## config.mk

```make
export PLATFORM = sky130hd
export DESIGN_NAME = alu_golden
export DESIGN_NICKNAME = d
export VERILOG_FILES = /design/src/rtl/alu_pkg.sv /design/src/rtl/alu_golden.sv
export SDC_FILE = /design/constraint.sdc
export NUM_CORES = 1
export LEC_CHECK = 0
export BUFFER_PORTS_ARGS = -buffer_cell sky130_fd_sc_hd__buf_2
export CORE_ASPECT_RATIO = 0.5
export CORE_MARGIN = 2
export CORE_UTILIZATION = 35
export DETAILED_ROUTE_END_ITERATION = 8
export GPL_TIMING_DRIVEN = 1
export PLACE_DENSITY = 0.67
export SYNTH_ARGS = -nofsm -noshare
export SYNTH_HDL_FRONTEND = slang
export SYNTH_SLANG_ARGS = --single-unit
```

## constraint.sdc

```tcl
create_clock -name vclk -period 7.65
set_input_delay 1.1475 -clock vclk [all_inputs]
set_output_delay 1.1475 -clock vclk [all_outputs]
set_load 0.005 [all_outputs]
```

## src/rtl/alu_pkg.sv

```systemverilog
// Shared definitions for the ALU checker and its golden model.
//   XLEN       : datapath width.
//   ALU_*      : ALUctl encodings understood by the RISC-V ALU.
//   status_e   : checker verdict (IDLE / PASS / FAIL).
//   alu_txn_t  : one sampled transaction as carried through the delay line.
package alu_pkg;

   localparam int XLEN = 32;

   localparam logic [3:0] ALU_AND = 4'd0;
   localparam logic [3:0] ALU_OR  = 4'd1;
   localparam logic [3:0] ALU_ADD = 4'd2;
   localparam logic [3:0] ALU_SUB = 4'd6;
   localparam logic [3:0] ALU_SLT = 4'd7;
   localparam logic [3:0] ALU_NOR = 4'd12;

   typedef enum logic [1:0] {
      ST_IDLE = 2'd0,
      ST_PASS = 2'd1,
      ST_FAIL = 2'd2
   } status_e;

   typedef struct packed {
      logic            vld;
      logic [3:0]      ctl;
      logic [XLEN-1:0] a;
      logic [XLEN-1:0] b;
   } alu_txn_t;

endpackage

```

## src/rtl/alu_golden.sv

```systemverilog
// Purely combinational golden model of the RISC-V ALU.
//   ctl       : ALUctl code
//   a, b      : operands
//   expected  : reference result (0 when ctl is unsupported)
//   supported : 1 when ctl is one of the known ALU operations
module alu_golden
   import alu_pkg::*;
(
   input  logic [3:0]      ctl,
   input  logic [XLEN-1:0] a,
   input  logic [XLEN-1:0] b,
   output logic [XLEN-1:0] expected,
   output logic            supported
);

   // Reference result per ALUctl; anything unknown is flagged unsupported.
   always_comb begin
      expected  = '0;
      supported = 1'b1;
      case (ctl)
         ALU_AND: expected = a & b;
         ALU_OR:  expected = a | b;
         ALU_ADD: expected = a + b;
         ALU_SUB: expected = a - b;
         ALU_SLT: expected = {{(XLEN-1){1'b0}}, ($signed(a) < $signed(b))};
         ALU_NOR: expected = ~(a | b);
         default: begin
            expected  = '0;
            supported = 1'b0;
         end
      endcase
   end

endmodule

```

==> parameters.txt, run 1 <==
Parameter                              Value

Outcome
  Run status    complete, no violations

Min path
  Worst Hold End    supported
  Min-delay src    ctl[2]
  Hold path cells    3
  Worst Hold Class    input port to output pin

Cells and area
  Diode insertion count for antenna repair    0
  Clock buffers    0
  Fillcell total    1,582
  Share of layout cells above drive strength 1    16.4%
  Sequential standard cell area    0 µm²
  Area growth from synthesis to final layout    11.6%
  Final standard cell count with taps included and fillers excluded    1,047
  Count of sequential standard cells    0
  Layout Cell Area excl Fill    5730 µm²
  Number of nets in the final layout    1,024

Clock network
  CTS Hold Bufs    0
  Count of instances resized after the clock tree is built    0
  Buffers inserted during post-CTS setup optimization    0

GRT
  Global route overflow    0
  Maximum number of pins on one net before global-route repair    39
  Initial antenna violation count    0
  Global-route wire length before repair    27,600 µm
  Total Routing Usage GR    20.8%
  Via count of the first global-routing pass    5,640

Placed design
  Placed insts    1,047
  Count of port buffers added during placement    101
  Global placement routability congestion    0.878
  Standard cell area after detailed placement    5730 µm²
  Detailed Place HPWL    13,200 µm

Synth
  Leading cell types by count after synthesis    103 x sky130_fd_sc_hd__ha_1, 98 x sky130_fd_sc_hd__nor2_1, 97 x sky130_fd_sc_hd__inv_1, 65 x sky130_fd_sc_hd__a21oi_1, 58 x sky130_fd_sc_hd__nand2_1
  Warning count from the yosys run    0
  Number of cells produced by synthesis    789
  Largest cells by area after synthesis    sky130_fd_sc_hd__ha_1 25%, sky130_fd_sc_hd__a221oi_1 7.2%, sky130_fd_sc_hd__nor2_1 7.2%, sky130_fd_sc_hd__inv_1 7.1%, sky130_fd_sc_hd__a21oi_1 6.3%
  Synth top area share    25.1%
  Most numerous cell in the Yosys netlist    sky130_fd_sc_hd__ha_1
  Mean area per synthesized cell    6.50 µm²
  Library cell occupying the most area in the post-synthesis netlist    sky130_fd_sc_hd__ha_1
  Post-Syn Nets    962
  Mapped cell area    5130 µm²
  Number of distinct library cells after synthesis    75
  Sequential cell area fraction in the yosys report    0%

Drt
  Post-detailed-routing wire length    17,100 µm
  Vias post-DR    6,073
  WL per Instance    16.4 µm
  Post-route DRC violation count    0
  Via density per instance    5.80
  Number of iterations in the first detailed-routing pass    5
  1st-iter DRT viols    467
  Residual antenna-violating net count after detailed routing    0

Floorplan
  Core footprint    14,400 µm²
  I/O Pins    101
  Die ar.    15,700 µm²
  Chip width    175 µm
  Die height    89.6 µm
  Initial core utilization    35.7%
  Std-Cell Rows    31

Worst setup path
  Kind of end point of the critical path    output pin
  Critical Path RT    6.50 ns
  Worst-path maximum fanout    5
  Category of the critical setup timing path    input port to output pin
  CP Launch Type    input port
  Data arrival at the endpoint of the critical path    4.23 ns

Job
  Max cap viols    0

Timing
  Setup TNS    0 ns
  Final max-slew violation count    0
  Setup repair after global routing missed its margin    no
  Crit share post-route    70.3%
  Final setup violation count    0
  Worst Max-Slew Pin Slew    0.859 ns
  Max frequency    0.186 GHz
  Final hold violation count    0
  Worst slew margin relative to its limit    42.6%
  Min cycle time layout    5.38 ns
  Worst hold margin    2.69 ns

Power
  Power per Cell Area    67.3 nW/µm²
  Peak supply drop    0.0177 mV
  Total power of the final layout    385 µW
  Leakage power    0.00283 µW
critical path: stages:
cell and delay [ns]:
sky130_fd_sc_hd__buf_2 0.09, sky130_fd_sc_hd__inv_1 0.05, sky130_fd_sc_hd__ha_1 0.22, sky130_fd_sc_hd__fa_1 0.42, sky130_fd_sc_hd__nor2_1 0.19, sky130_fd_sc_hd__o311ai_0 0.21
sky130_fd_sc_hd__a21oi_1 0.35, sky130_fd_sc_hd__a21oi_2 0.15, sky130_fd_sc_hd__o211a_1 0.30, sky130_fd_sc_hd__o2bb2ai_2 0.19, sky130_fd_sc_hd__o41ai_2 0.33, sky130_fd_sc_hd__a31oi_1 0.13
sky130_fd_sc_hd__o31a_1 0.31, sky130_fd_sc_hd__buf_2 0.14
per-stage QoR:
step / worst slack (ns) / util [%]
after floorplan: 2.96 / -
after global placement: 2.37 / 39.8
after detailed placement: 2.33 / 39.8
after CTS: 2.31 / 39.8
after global routing: 2.00 / 39.8
final: 2.27 / 39.8
per-layer routing:
metal / wire [µm] / track usage [%]
met2: 7680 / 36.8
met4: 255 / 3.48
met1: 8210 / 28.9
met5: 0 / 0
met3: 979 / 0.968
where the power goes:
part           switching, µW  internal (µW)
sequential                 0              0
combinational            238            147
clock                      0              0
total                    238            147
cells by family after synthesis:
| kind of cell | count (synthesis) | synth area share, % |
|---|---|---|
| muxes | 5 | 1.05 |
| buffers and inverters | 145 | 11.3 |
| AOI/OAI and AO/OA | 283 | 39.0 |
| adders and majority gates | 105 | 25.9 |
| and+or+nand+nor | 249 | 22.4 |
| xor gates and xnor gates | 2 | 0.341 |
worst max-delay path by stage:
stage                     from      endpoint  slack, ns  depth (start not counted)
after floorplan           a[0]  expected[28]       2.96                         12
after global placement    a[0]  expected[30]       2.37                         14
after detailed placement  a[0]  expected[30]       2.33                         14
after CTS                 a[0]  expected[30]       2.31                         14
after global routing      a[0]  expected[30]       2.00                         14
final                     a[0]  expected[30]       2.27                         14
layout by cell type (no fill, tap or decap), types with 9 or more instances in the layout:
| master | n |
|---|---|
| sky130_fd_sc_hd__ha_1 | 103 |
| sky130_fd_sc_hd__nor2b_1 | 13 |
| sky130_fd_sc_hd__a221oi_1 | 42 |
| sky130_fd_sc_hd__o21bai_1 | 9 |
| sky130_fd_sc_hd__a21oi_1 | 65 |
| sky130_fd_sc_hd__nand2_1 | 57 |
| sky130_fd_sc_hd__a211oi_1 | 9 |
| sky130_fd_sc_hd__nand3_1 | 12 |
| sky130_fd_sc_hd__o22ai_1 | 11 |
| sky130_fd_sc_hd__buf_2 | 101 |
| sky130_fd_sc_hd__o21ai_0 | 51 |
| sky130_fd_sc_hd__nor3_1 | 28 |
| sky130_fd_sc_hd__inv_1 | 97 |
| sky130_fd_sc_hd__nor2_1 | 98 |
cell type report:
cell class / count / area [µm²] / share of cell area (%)
Inverter: 98 / 368 / 6.42
Tap cell: 198 / 248 / 4.33
Multi-Input combinational cell: 644 / 4560 / 79.6
Timing Repair Buffer: 107 / 551 / 9.61
No activity file was read; power rests on OpenSTA's default activity.
==> run 2: changes to the inputs <==
--- a/config.mk
+++ b/config.mk
@@ -11,7 +11,7 @@
 export CORE_UTILIZATION = 35
 export DETAILED_ROUTE_END_ITERATION = 8
 export GPL_TIMING_DRIVEN = 1
-export PLACE_DENSITY = 0.67
+export PLACE_DENSITY = 0.69
 export SYNTH_ARGS = -nofsm -noshare
 export SYNTH_HDL_FRONTEND = slang
 export SYNTH_SLANG_ARGS = --single-unit
==> constraint.sdc (replaced) <==
create_clock -name vclk -period 4.8
set_input_delay 0.72 -clock vclk [all_inputs]
set_output_delay 0.72 -clock vclk [all_outputs]
set_load 0.005 [all_outputs]
==> run 2 against run 1 <==
Worst hold slack got worse by 0.86 ns. Wire length is 1.9% lower. Critical path depth unchanged. Power increased by 59%. Design area grew 0.61%. Global-route usage hardly changed. Largest power group unchanged. Largest cell class unchanged. Sequential cell count is the same. First-iteration DRC count rose by 2.4%.
==> parameters.txt, run 2 (synthesis gave the netlist of run 1 again) <==
Parameter                              Value

Timing
  Final max-slew violation count    0
  Min cycle time layout    4.50 ns
  Worst hold margin    1.83 ns
  Worst Max-Slew Pin Slew    0.950 ns
  Final hold violation count    0
  Final setup violation count    0
  Max frequency    0.222 GHz
  Setup TNS    0 ns
  Setup repair after global routing missed its margin    no
  Final WS setup    0.301 ns
  Crit share post-route    93.7%
  Worst slew margin relative to its limit    36.6%

GRT
  Total Routing Usage GR    20.8%
  Global route overflow    0
  Maximum number of pins on one net before global-route repair    30
  Via count of the first global-routing pass    5,600
  Global-route wire length before repair    27,600 µm
  Initial antenna violation count    0

Drt
  Residual antenna-violating net count after detailed routing    0
  WL per Instance    16.0 µm
  Post-detailed-routing wire length    16,800 µm
  Number of iterations in the first detailed-routing pass    7
  Post-route DRC violation count    0
  Vias post-DR    6,065
  Via density per instance    5.77
  1st-iter DRT viols    478

Outcome
  Run status    complete, no violations

Floorplan
  I/O Pins    101
  Die height    89.6 µm
  Die ar.    15,700 µm²
  Initial core utilization    35.7%
  Core footprint    14,400 µm²
  Std-Cell Rows    31
  Chip width    175 µm

Placed design
  Worst slack after detailed placement    0.353 ns
  Count of port buffers added during placement    101
  Global placement routability congestion    0.925
  Detailed Place HPWL    13,200 µm

Worst setup path
  CP Launch Type    input port
  Worst-path maximum fanout    5
  Data arrival at the endpoint of the critical path    3.78 ns
  Critical Path RT    4.08 ns
  Kind of end point of the critical path    output pin
  Category of the critical setup timing path    input port to output pin

Job
  Max cap viols    0

Power
  Internal power    238 µW
  Switching part of the total power    61.3%
  Clock power share    0%
  Combinational Power Share    100.0%
  Net switching power    376 µW
  Leakage power    0.00285 µW
  Peak supply drop    0.0251 mV
  Part of the total power dissipated in sequential elements    0%
  Power per Cell Area    106 nW/µm²

Cells and area
  Most frequent standard cell in the layout excluding fill and tap cells    sky130_fd_sc_hd__ha_1
  Clock buffers    0
  Commonest cells after routing, fill and taps aside    103 x sky130_fd_sc_hd__ha_1, 101 x sky130_fd_sc_hd__buf_2, 98 x sky130_fd_sc_hd__nor2_1
  Share of layout cells above drive strength 1    16.7%
  Count of sequential standard cells    0
  Sequential standard cell area    0 µm²
  Number of nets in the final layout    1,029
  Fillcell total    1,551
  Area used by multi-input combinational logic    4560 µm²
  Diode insertion count for antenna repair    0
  Area growth from synthesis to final layout    12.3%

Min path
  Worst Hold Class    input port to output pin

Clock network
  CTS Hold Bufs    0
  Buffers inserted during post-CTS setup optimization    0
  Count of instances resized after the clock tree is built    0
run 2: power by group through the flow:
stage          sequential (µW)  combinational, µW  clock, µW
2_1_floorplan                0                418          0
3_3_place_gp                 0                591          0
3_5_place_dp                 0                601          0
4_1_cts                      0                604          0
5_1_grt                      0                684          0
6_report                     0                613          0
run 2: layout make-up:
class                      instances  share of cell area [%]
tap                              198                    4.30
timing repair buffer             112                    10.2
multi-input combinational        644                    79.1
inverter                          98                    6.38
run 2: final timing paths:
check | start | cells after the start | slack (ns) | to
max | a[0] | 14 | 0.30 | expected[28]
min | ctl[2] | 3 | 1.83 | supported
run 2: worst max-delay path, stage by stage:
cell and delay (ns):
sky130_fd_sc_hd__buf_2 0.09, sky130_fd_sc_hd__inv_1 0.05, sky130_fd_sc_hd__ha_1 0.23, sky130_fd_sc_hd__fa_1 0.44, sky130_fd_sc_hd__nor2_1 0.17, sky130_fd_sc_hd__o311ai_0 0.20
sky130_fd_sc_hd__a21oi_1 0.33, sky130_fd_sc_hd__a21oi_2 0.15, sky130_fd_sc_hd__o211a_1 0.29, sky130_fd_sc_hd__o2bb2ai_2 0.18, sky130_fd_sc_hd__o41ai_2 0.34, sky130_fd_sc_hd__mux2_2 0.38
sky130_fd_sc_hd__nand3_1 0.08, sky130_fd_sc_hd__buf_2 0.11
run 2: metrics by stage:
step           total power (µW)  instances  cell area [µm²]  util, %
2_1_floorplan               418        789             5130        -
3_3_place_gp                591       1052             5760     40.0
3_5_place_dp                601       1052             5760     40.0
4_1_cts                     604       1052             5760     40.0
5_1_grt                     684       1052             5760     40.0
6_report                    613       1052             5760     40.0
run 2: per-layer routing:
| layer | global-route usage, % | routed length (µm) | up-vias |
|---|---|---|---|
| li1 | - | - | 2989 |
| met1 | 29.2 | 8050 | 2830 |
| met2 | 36.5 | 7600 | 232 |
| met3 | 1.01 | 1010 | 14 |
| met4 | 3.18 | 144 | 0 |
| met5 | 0 | 0 | - |
